File: src/rtl/ks_pkg.sv
// Shared types and helpers for the Kogge-Stone adder/subtractor pipeline.
package ks_pkg;

  localparam int KS_WIDTH = 16;
  localparam int KS_DEPTH = $clog2(KS_WIDTH);

  typedef logic [KS_WIDTH-1:0] ks_word_t;

  // Everything a beat carries down the pipe: the evolving prefix pair (p, g),
  // the original bit propagates p0 for the final XOR, and the sign bits and
  // carry-in needed for the sum and overflow flag.
  typedef struct packed {
    ks_word_t p;
    ks_word_t g;
    ks_word_t p0;
    logic     a_msb;
    logic     b_msb;
    logic     cin;
  } ks_pg_t;

  // Operand conditioning: subtraction is A + ~B + 1, with the +1 folded into
  // the bit-0 generate so the prefix tree already sees the carry-in.
  function automatic ks_pg_t ks_prep(input ks_word_t a, input ks_word_t b,
                                     input logic sub);
    ks_word_t bx;
    ks_pg_t   r;
    bx      = sub ? ~b : b;
    r.p     = a ^ bx;
    r.g     = a & bx;
    r.g[0]  = r.g[0] | (r.p[0] & sub);
    r.p0    = r.p;
    r.a_msb = a[KS_WIDTH-1];
    r.b_msb = bx[KS_WIDTH-1];
    r.cin   = sub;
    return r;
  endfunction

endpackage

File: src/rtl/ks_prefix_layer.sv
// One combinational Kogge-Stone layer: each bit merges with the bit DIST below.
module ks_prefix_layer #(
  parameter int WIDTH = 16,
  parameter int DIST  = 1
) (
  input  logic [WIDTH-1:0] p_in,
  input  logic [WIDTH-1:0] g_in,
  output logic [WIDTH-1:0] p_out,
  output logic [WIDTH-1:0] g_out
);

  for (genvar i = 0; i < WIDTH; i++) begin : g_bit
    if (i >= DIST) begin : g_merge
      assign g_out[i] = g_in[i] | (p_in[i] & g_in[i-DIST]);
      assign p_out[i] = p_in[i] & p_in[i-DIST];
    end else begin : g_pass
      // Bits below DIST already hold their final group terms.
      assign g_out[i] = g_in[i];
      assign p_out[i] = p_in[i];
    end
  end

endmodule

File: src/rtl/ks_addsub_pipe.sv
// Pipelined Kogge-Stone add/subtract with valid/ready flow control.
// Register stages: stage 0 (conditioned operands), one stage after each group
// of SPLIT prefix layers except the last, and the output register, which
// captures the last group plus the sum/flag logic.
module ks_addsub_pipe
  import ks_pkg::*;
#(
  parameter int WIDTH = KS_WIDTH,
  parameter int SPLIT = 2
) (
  input  logic             clk,
  input  logic             rst,
  input  logic             in_valid,
  output logic             in_ready,
  input  logic [WIDTH-1:0] in_a,
  input  logic [WIDTH-1:0] in_b,
  input  logic             in_sub,
  output logic             out_valid,
  input  logic             out_ready,
  output logic [WIDTH-1:0] out_sum,
  output logic             out_cout,
  output logic             out_ovf,
  output logic             out_zero
);

  localparam int DEPTH = $clog2(WIDTH);
  localparam int NGRP  = DEPTH / SPLIT;
  localparam int MSB   = WIDTH - 1;

  // Stage s holds the beat entering prefix group s.
  ks_pg_t          st   [NGRP];
  logic [NGRP-1:0] v;
  logic [NGRP-1:0] rdy;
  logic            rdy_out;

  // Result of each prefix group, before its register.
  ks_word_t grp_p [NGRP];
  ks_word_t grp_g [NGRP];

  ks_pg_t   prep;
  ks_word_t fin_g;
  ks_word_t carry;
  ks_word_t sum;

  assign prep = ks_prep(in_a, in_b, in_sub);

  // Prefix tree: the first layer of every group reads its stage register,
  // the rest chain combinationally from the previous layer.
  for (genvar k = 0; k < DEPTH; k++) begin : g_layer
    ks_word_t p_in, g_in, p_out, g_out;

    if (k % SPLIT == 0) begin : g_head
      assign p_in = st[k/SPLIT].p;
      assign g_in = st[k/SPLIT].g;
    end else begin : g_chain
      assign p_in = g_layer[k-1].p_out;
      assign g_in = g_layer[k-1].g_out;
    end

    ks_prefix_layer #(
      .WIDTH (KS_WIDTH),
      .DIST  (1 << k)
    ) u_layer (
      .p_in  (p_in),
      .g_in  (g_in),
      .p_out (p_out),
      .g_out (g_out)
    );
  end

  for (genvar gi = 0; gi < NGRP; gi++) begin : g_grp
    assign grp_p[gi] = g_layer[(gi+1)*SPLIT-1].p_out;
    assign grp_g[gi] = g_layer[(gi+1)*SPLIT-1].g_out;
  end

  // A stage may load when it, or every valid stage downstream of it, moves on.
  // NOTE: every always_comb output gets a value before any condition, so no
  // path through the block leaves it unassigned and no latch is inferred.
  always_comb begin
    rdy_out = ~out_valid | out_ready;
    for (int s = 0; s < NGRP; s++) begin
      rdy[s] = rdy_out;
      for (int j = s; j < NGRP; j++) begin
        rdy[s] = rdy[s] | ~v[j];
      end
    end
  end

  assign in_ready = rdy[0];

  // Valid bits advance with their stage; a bubble shifts in as a 0.
  // NOTE: state is updated with non-blocking assignments so every stage sees
  // its upstream neighbour's value from before this clock edge.
  always_ff @(posedge clk or posedge rst) begin
    if (rst) begin
      v <= '0;
    end else begin
      if (rdy[0]) v[0] <= in_valid;
      for (int s = 1; s < NGRP; s++) begin
        if (rdy[s]) v[s] <= v[s-1];
      end
    end
  end

  // Stage data follows its valid bit and only loads when a real beat arrives.
  // NOTE: the data registers have no reset; the valid bits alone decide
  // whether their contents mean anything, so clearing them buys nothing.
  always_ff @(posedge clk) begin
    if (rdy[0] && in_valid) st[0] <= prep;
    for (int s = 1; s < NGRP; s++) begin
      if (rdy[s] && v[s-1]) begin
        st[s] <= '{p:     grp_p[s-1],
                   g:     grp_g[s-1],
                   p0:    st[s-1].p0,
                   a_msb: st[s-1].a_msb,
                   b_msb: st[s-1].b_msb,
                   cin:   st[s-1].cin};
      end
    end
  end

  // Carry into bit i is the group generate of bits i-1..0 (with cin folded in).
  assign fin_g = grp_g[NGRP-1];
  assign carry = {fin_g[KS_WIDTH-2:0], st[NGRP-1].cin};
  assign sum   = st[NGRP-1].p0 ^ carry;

  // Output register: captures the finished sum and flags of a valid beat.
  always_ff @(posedge clk or posedge rst) begin
    if (rst) begin
      out_valid <= 1'b0;
      out_sum   <= '0;
      out_cout  <= 1'b0;
      out_ovf   <= 1'b0;
      out_zero  <= 1'b0;
    end else if (rdy_out) begin
      out_valid <= v[NGRP-1];
      if (v[NGRP-1]) begin
        out_sum  <= sum;
        out_cout <= fin_g[MSB];
        out_ovf  <= (st[NGRP-1].a_msb == st[NGRP-1].b_msb) &
                    (sum[MSB] != st[NGRP-1].a_msb);
        out_zero <= ~|sum;
      end
    end
  end

endmodule

File: config.mk
export PLATFORM = sky130hd
export DESIGN_NAME = ks_addsub_pipe
export DESIGN_NICKNAME = d
export VERILOG_FILES = /design/src/rtl/ks_pkg.sv /design/src/rtl/ks_prefix_layer.sv /design/src/rtl/ks_addsub_pipe.sv
export SDC_FILE = /design/constraint.sdc
export NUM_CORES = 1
export LEC_CHECK = 0
export CAP_MARGIN = 10
export CORE_UTILIZATION = 40
export CTS_CLUSTER_DIAMETER = 200
export CTS_CLUSTER_SIZE = 28
export DETAILED_ROUTE_END_ITERATION = 12
export PLACE_DENSITY_LB_ADDON = 0.05
export SYNTH_ARGS = -nofsm -noshare
export SYNTH_HDL_FRONTEND = slang
export SYNTH_SLANG_ARGS = --single-unit
File: constraint.sdc
create_clock -name clk -period 3.62 [get_ports clk]
set_input_delay 0.724 -clock clk [delete_from_list [all_inputs] [get_ports clk]]
set_output_delay 0.724 -clock clk [all_outputs]
set_load 0.02 [all_outputs]
==> flow_summary.rst <==
.. list-table::
   :header-rows: 1

   * - Metric
     - Value
   * - Status
     - complete, no violations
   * - Final setup skew
     - around 0.014 ns
   * - Power per cell area
     - 547 nW/um^2
   * - Worst path buffer plus inverter count
     - 2
   * - Average footprint of a synthesized cell
     - 14.3 sq um
   * - Layer with the highest usage after global routing
     - met2
   * - Cells along the critical path
     - clkdlybuf4s50_1 > nor2b_1 > nand3_1 > clkdlybuf4s50_1
   * - Clock root buffer
     - sky130_fd_sc_hd__clkbuf_8
   * - Crit-path leading delay family
     - buffers and inverters
   * - Reg2reg setup slack
     - between 1.5 and 2 ns
   * - Standard-cell rows
     - 37
   * - Maximum level of the CTS H-tree
     - 3
   * - Number of enable-type register cells in the synthesized netlist
     - between 80 and 90
   * - Met3 usage
     - 0.0337
   * - Final core utilization
     - 0.509
   * - PortBufs
     - 57
   * - Non-filler instance count after layout
     - approximately 500
   * - Worst setup path class
     - in2out
   * - Predominant post-synthesis flop cell
     - sky130_fd_sc_hd__edfxtp_1
   * - Number of antenna violations at the first check in global routing
     - 0
   * - Clock tree from TritonCTS
     - yes
   * - Synth warn
     - 0
   * - Class of the most critical hold timing path
     - reg2reg
   * - Highest Clock Rate
     - between 300 and 400 MHz
   * - IO Pins
     - 58
   * - Slowest stage delay, CP
     - between 0.5 and 0.6 ns
   * - Most frequent CP cell
     - sky130_fd_sc_hd__clkdlybuf4s50_1
   * - Vias in the first global route
     - around 2.4k
   * - Synthesized area
     - about 4300 sq um
   * - Vias per cell
     - between 4 and 5
   * - Highest fanout seen on the critical path
     - 3
   * - Overall global routing resource usage
     - 0.136
   * - Average wire length per cell after detail routing
     - roughly 14 um
   * - Final-layout fill cell count
     - about 940
   * - Top library cells by usage in the layout, fill and taps aside
     - sky130_fd_sc_hd__edfxtp_1 (82), sky130_fd_sc_hd__clkdlybuf4s50_1 (57), sky130_fd_sc_hd__nand2_1 (33)
   * - Endpoints failing hold
     - 0
   * - # placed instances
     - ~500
   * - Library cells used by synthesis
     - 40
   * - Worst hold slack after final layout
     - 0.429 ns
   * - Startpoint types
     - input port
   * - Post-Route WL
     - about 7 mm
   * - Number of standard cells after synthesis
     - between 300 and 400
   * - Async set-or-reset flop fraction in the synthesized netlist
     - 0.212
   * - Number of max-capacitance violations reported
     - 0
   * - Max Root-Sink Buffers
     - 2
   * - Post-layout minimum cycle time
     - between 2 and 3 ns
   * - Seq cells post-synth
     - about 100
   * - Total grt overflow
     - 0
   * - Number of pins exceeding their max-slew limit in the final report
     - 0
   * - Floorplan core area
     - about 10,000 sq um
   * - Endpoints failing setup
     - 0
   * - Skew-Pair Late Insertion Delay
     - approximately 0.36 ns
   * - Setup repair after global routing missed its margin
     - no
   * - Sequential-to-total area share from yosys stat
     - 0.697
   * - Commonest non-fill, non-tap cell in the layout
     - sky130_fd_sc_hd__edfxtp_1
   * - Storage element area
     - ~3000 sq um
   * - Worst-path cell with the longest stage delay
     - sky130_fd_sc_hd__clkdlybuf4s50_1
   * - Final net count
     - about 420
   * - Cts-stage hold buffer count
     - 0
   * - CTS-repair resized insts
     - 0
   * - Starting DRT DRC Count
     - between 100 and 150
   * - Clock net sink count
     - about 100
   * - DIE AREA
     - 11,200 sq um
   * - Die boundary height
     - about 110 um
   * - Pin count of the biggest net entering global routing
     - 48
   * - Count of antenna-violating nets left after detailed routing
     - 0
   * - Fraction of layout instances using a drive strength above 1
     - 0.0693
   * - Slew at the pin closest to its max-slew limit
     - about 0.82 ns
   * - Clock-pin slew of the registers on the worst-case setup and hold paths
     - roughly 0.10 ns
   * - Count of buffers added by post-CTS timing repair for setup
     - 0
   * - Placer congestion estimate
     - between 0.7 and 0.8
   * - First-pass DRT Iterations
     - 4
   * - First-pass GRT wire length
     - roughly 12 mm
   * - Met1 usage
     - 0.188
   * - Synthesized Nets
     - about 360
   * - Detail Placement HPWL
     - approximately 5.2 mm
   * - Setup Total Neg Slack
     - 0 ns
   * - Max VDD drop
     - ~0.22 mV
   * - Area of the multi-input gates
     - between 1000 and 1500 sq um
   * - Total leakage power
     - approximately 0.0020 uW
   * - Final routed DRC violation total
     - 0
   * - Effective utilization at floorplan
     - 0.415
   * - Required time reported for the critical path endpoint
     - between 2 and 3 ns
   * - Horizontal die dimension
     - between 100 and 150 um
   * - Arrival time reported for the critical path endpoint
     - 2.02 ns
   * - Vias after detailed routing
     - ~2.5k
   * - Final Cycle Share
     - 0.758
   * - Layout-stage area growth over the synthesis result
     - 22.8%
   * - Critical Path Sink Type
     - output pin
   * - Total power
     - a little under 3000 uW
   * - Number of buffers added by the clock tree synthesis step
     - 9
   * - Met2 GRT Util
     - 0.202
   * - Worst slew slack as a fraction of its limit
     - 0.451
   * - Number of inserted diodes
     - 0
final timing paths:
| path | from | endpoint | depth (start not counted) |
|---|---|---|---|
| worst max-delay path | out_ready | in_ready | 4 |
| worst min-delay path | st[0][35] | st[0][86] | 0 |
| worst max register to register | st[0][71] | out_zero | 5 |
| worst min register to register | st[0][35] | st[0][86] | 0 |
| max in group asynchronous | rst | out_sum[14] | 2 |
| min in group asynchronous | rst | out_sum[4] | 2 |
synth_stat cells (2+ instances only):
cell	n	area, sq um
sky130_fd_sc_hd__edfxtp_1	82	2460
sky130_fd_sc_hd__nand2_1	33	124
sky130_fd_sc_hd__dfrtp_1	22	551
sky130_fd_sc_hd__a21oi_1	20	100
sky130_fd_sc_hd__xor2_1	18	158
sky130_fd_sc_hd__ha_1	15	188
sky130_fd_sc_hd__nor2_1	14	52.6
sky130_fd_sc_hd__o21ai_1	11	55.1
sky130_fd_sc_hd__o21ai_0	9	45.0
sky130_fd_sc_hd__xnor2_1	8	70.1
sky130_fd_sc_hd__nand3_1	7	35.0
sky130_fd_sc_hd__a21o_1	6	45.0
sky130_fd_sc_hd__a211oi_1	5	37.5
sky130_fd_sc_hd__nand2b_1	5	31.3
sky130_fd_sc_hd__and2_1	4	25.0
sky130_fd_sc_hd__inv_1	4	15.0
sky130_fd_sc_hd__mux2_1	4	45.0
sky130_fd_sc_hd__o31ai_1	4	30.0
sky130_fd_sc_hd__a21boi_0	3	22.5
sky130_fd_sc_hd__clkbuf_1	3	11.3
sky130_fd_sc_hd__nor2b_1	3	18.8
sky130_fd_sc_hd__a21bo_1	2	20.0
sky130_fd_sc_hd__a21boi_1	2	15.0
sky130_fd_sc_hd__and4_1	2	17.5
sky130_fd_sc_hd__or3_1	2	12.5
power breakdown:
| part | leakage [uW] | switching [uW] | total [uW] | internal, uW |
|---|---|---|---|---|
| combinational | 0.000812 | 267 | 506 | 239 |
| sequential | 0.00106 | 92.2 | 1570 | 1480 |
| clock | 0.000116 | 369 | 826 | 457 |
| total | 0.00199 | 729 | 2900 | 2180 |
layer usage:
metal	vias to the layer above	wire length [um]
li1	1258	-
met1	1144	3590
met2	55	3000
met3	10	273
met4	0	126
met5	-	0
cell families after synthesis:
| kind of cell | Yosys count | synth area share |
|---|---|---|
| DFF | 104 | 0.697 |
| and+or+nand+nor | 75 | 0.0840 |
| AOI/OAI and AO/OA | 69 | 0.101 |
| xor gates and xnor gates | 26 | 0.0527 |
| adders and majority gates | 15 | 0.0434 |
| buffers and inverters | 9 | 0.00897 |
| muxes | 5 | 0.0130 |
state kept, by name (all words and copies together), names as in the netlist:
signal / count
v: 2
out_sum: 16
out_cout: 1
out_ovf: 1
out_valid: 1
st: 82
out_zero: 1
metrics by stage:
step	cell area [sq um]	worst slack [ns]
5_1_grt	5310	0.802
3_3_place_gp	5070	0.884
3_5_place_dp	5070	0.870
4_1_cts	5310	0.847
2_1_floorplan	4320	1.24
6_report	5310	0.875
layout make-up:
type	count	share of cell area
Inverter	4	0.00283
Tap cell	136	0.0321
Sequential cell	104	0.568
Clock buffer	10	0.0241
Multi-Input combinational cell	190	0.240
Timing Repair Buffer	61	0.113
Clock inverter	6	0.0203
(Power assumes the default switching activity.)
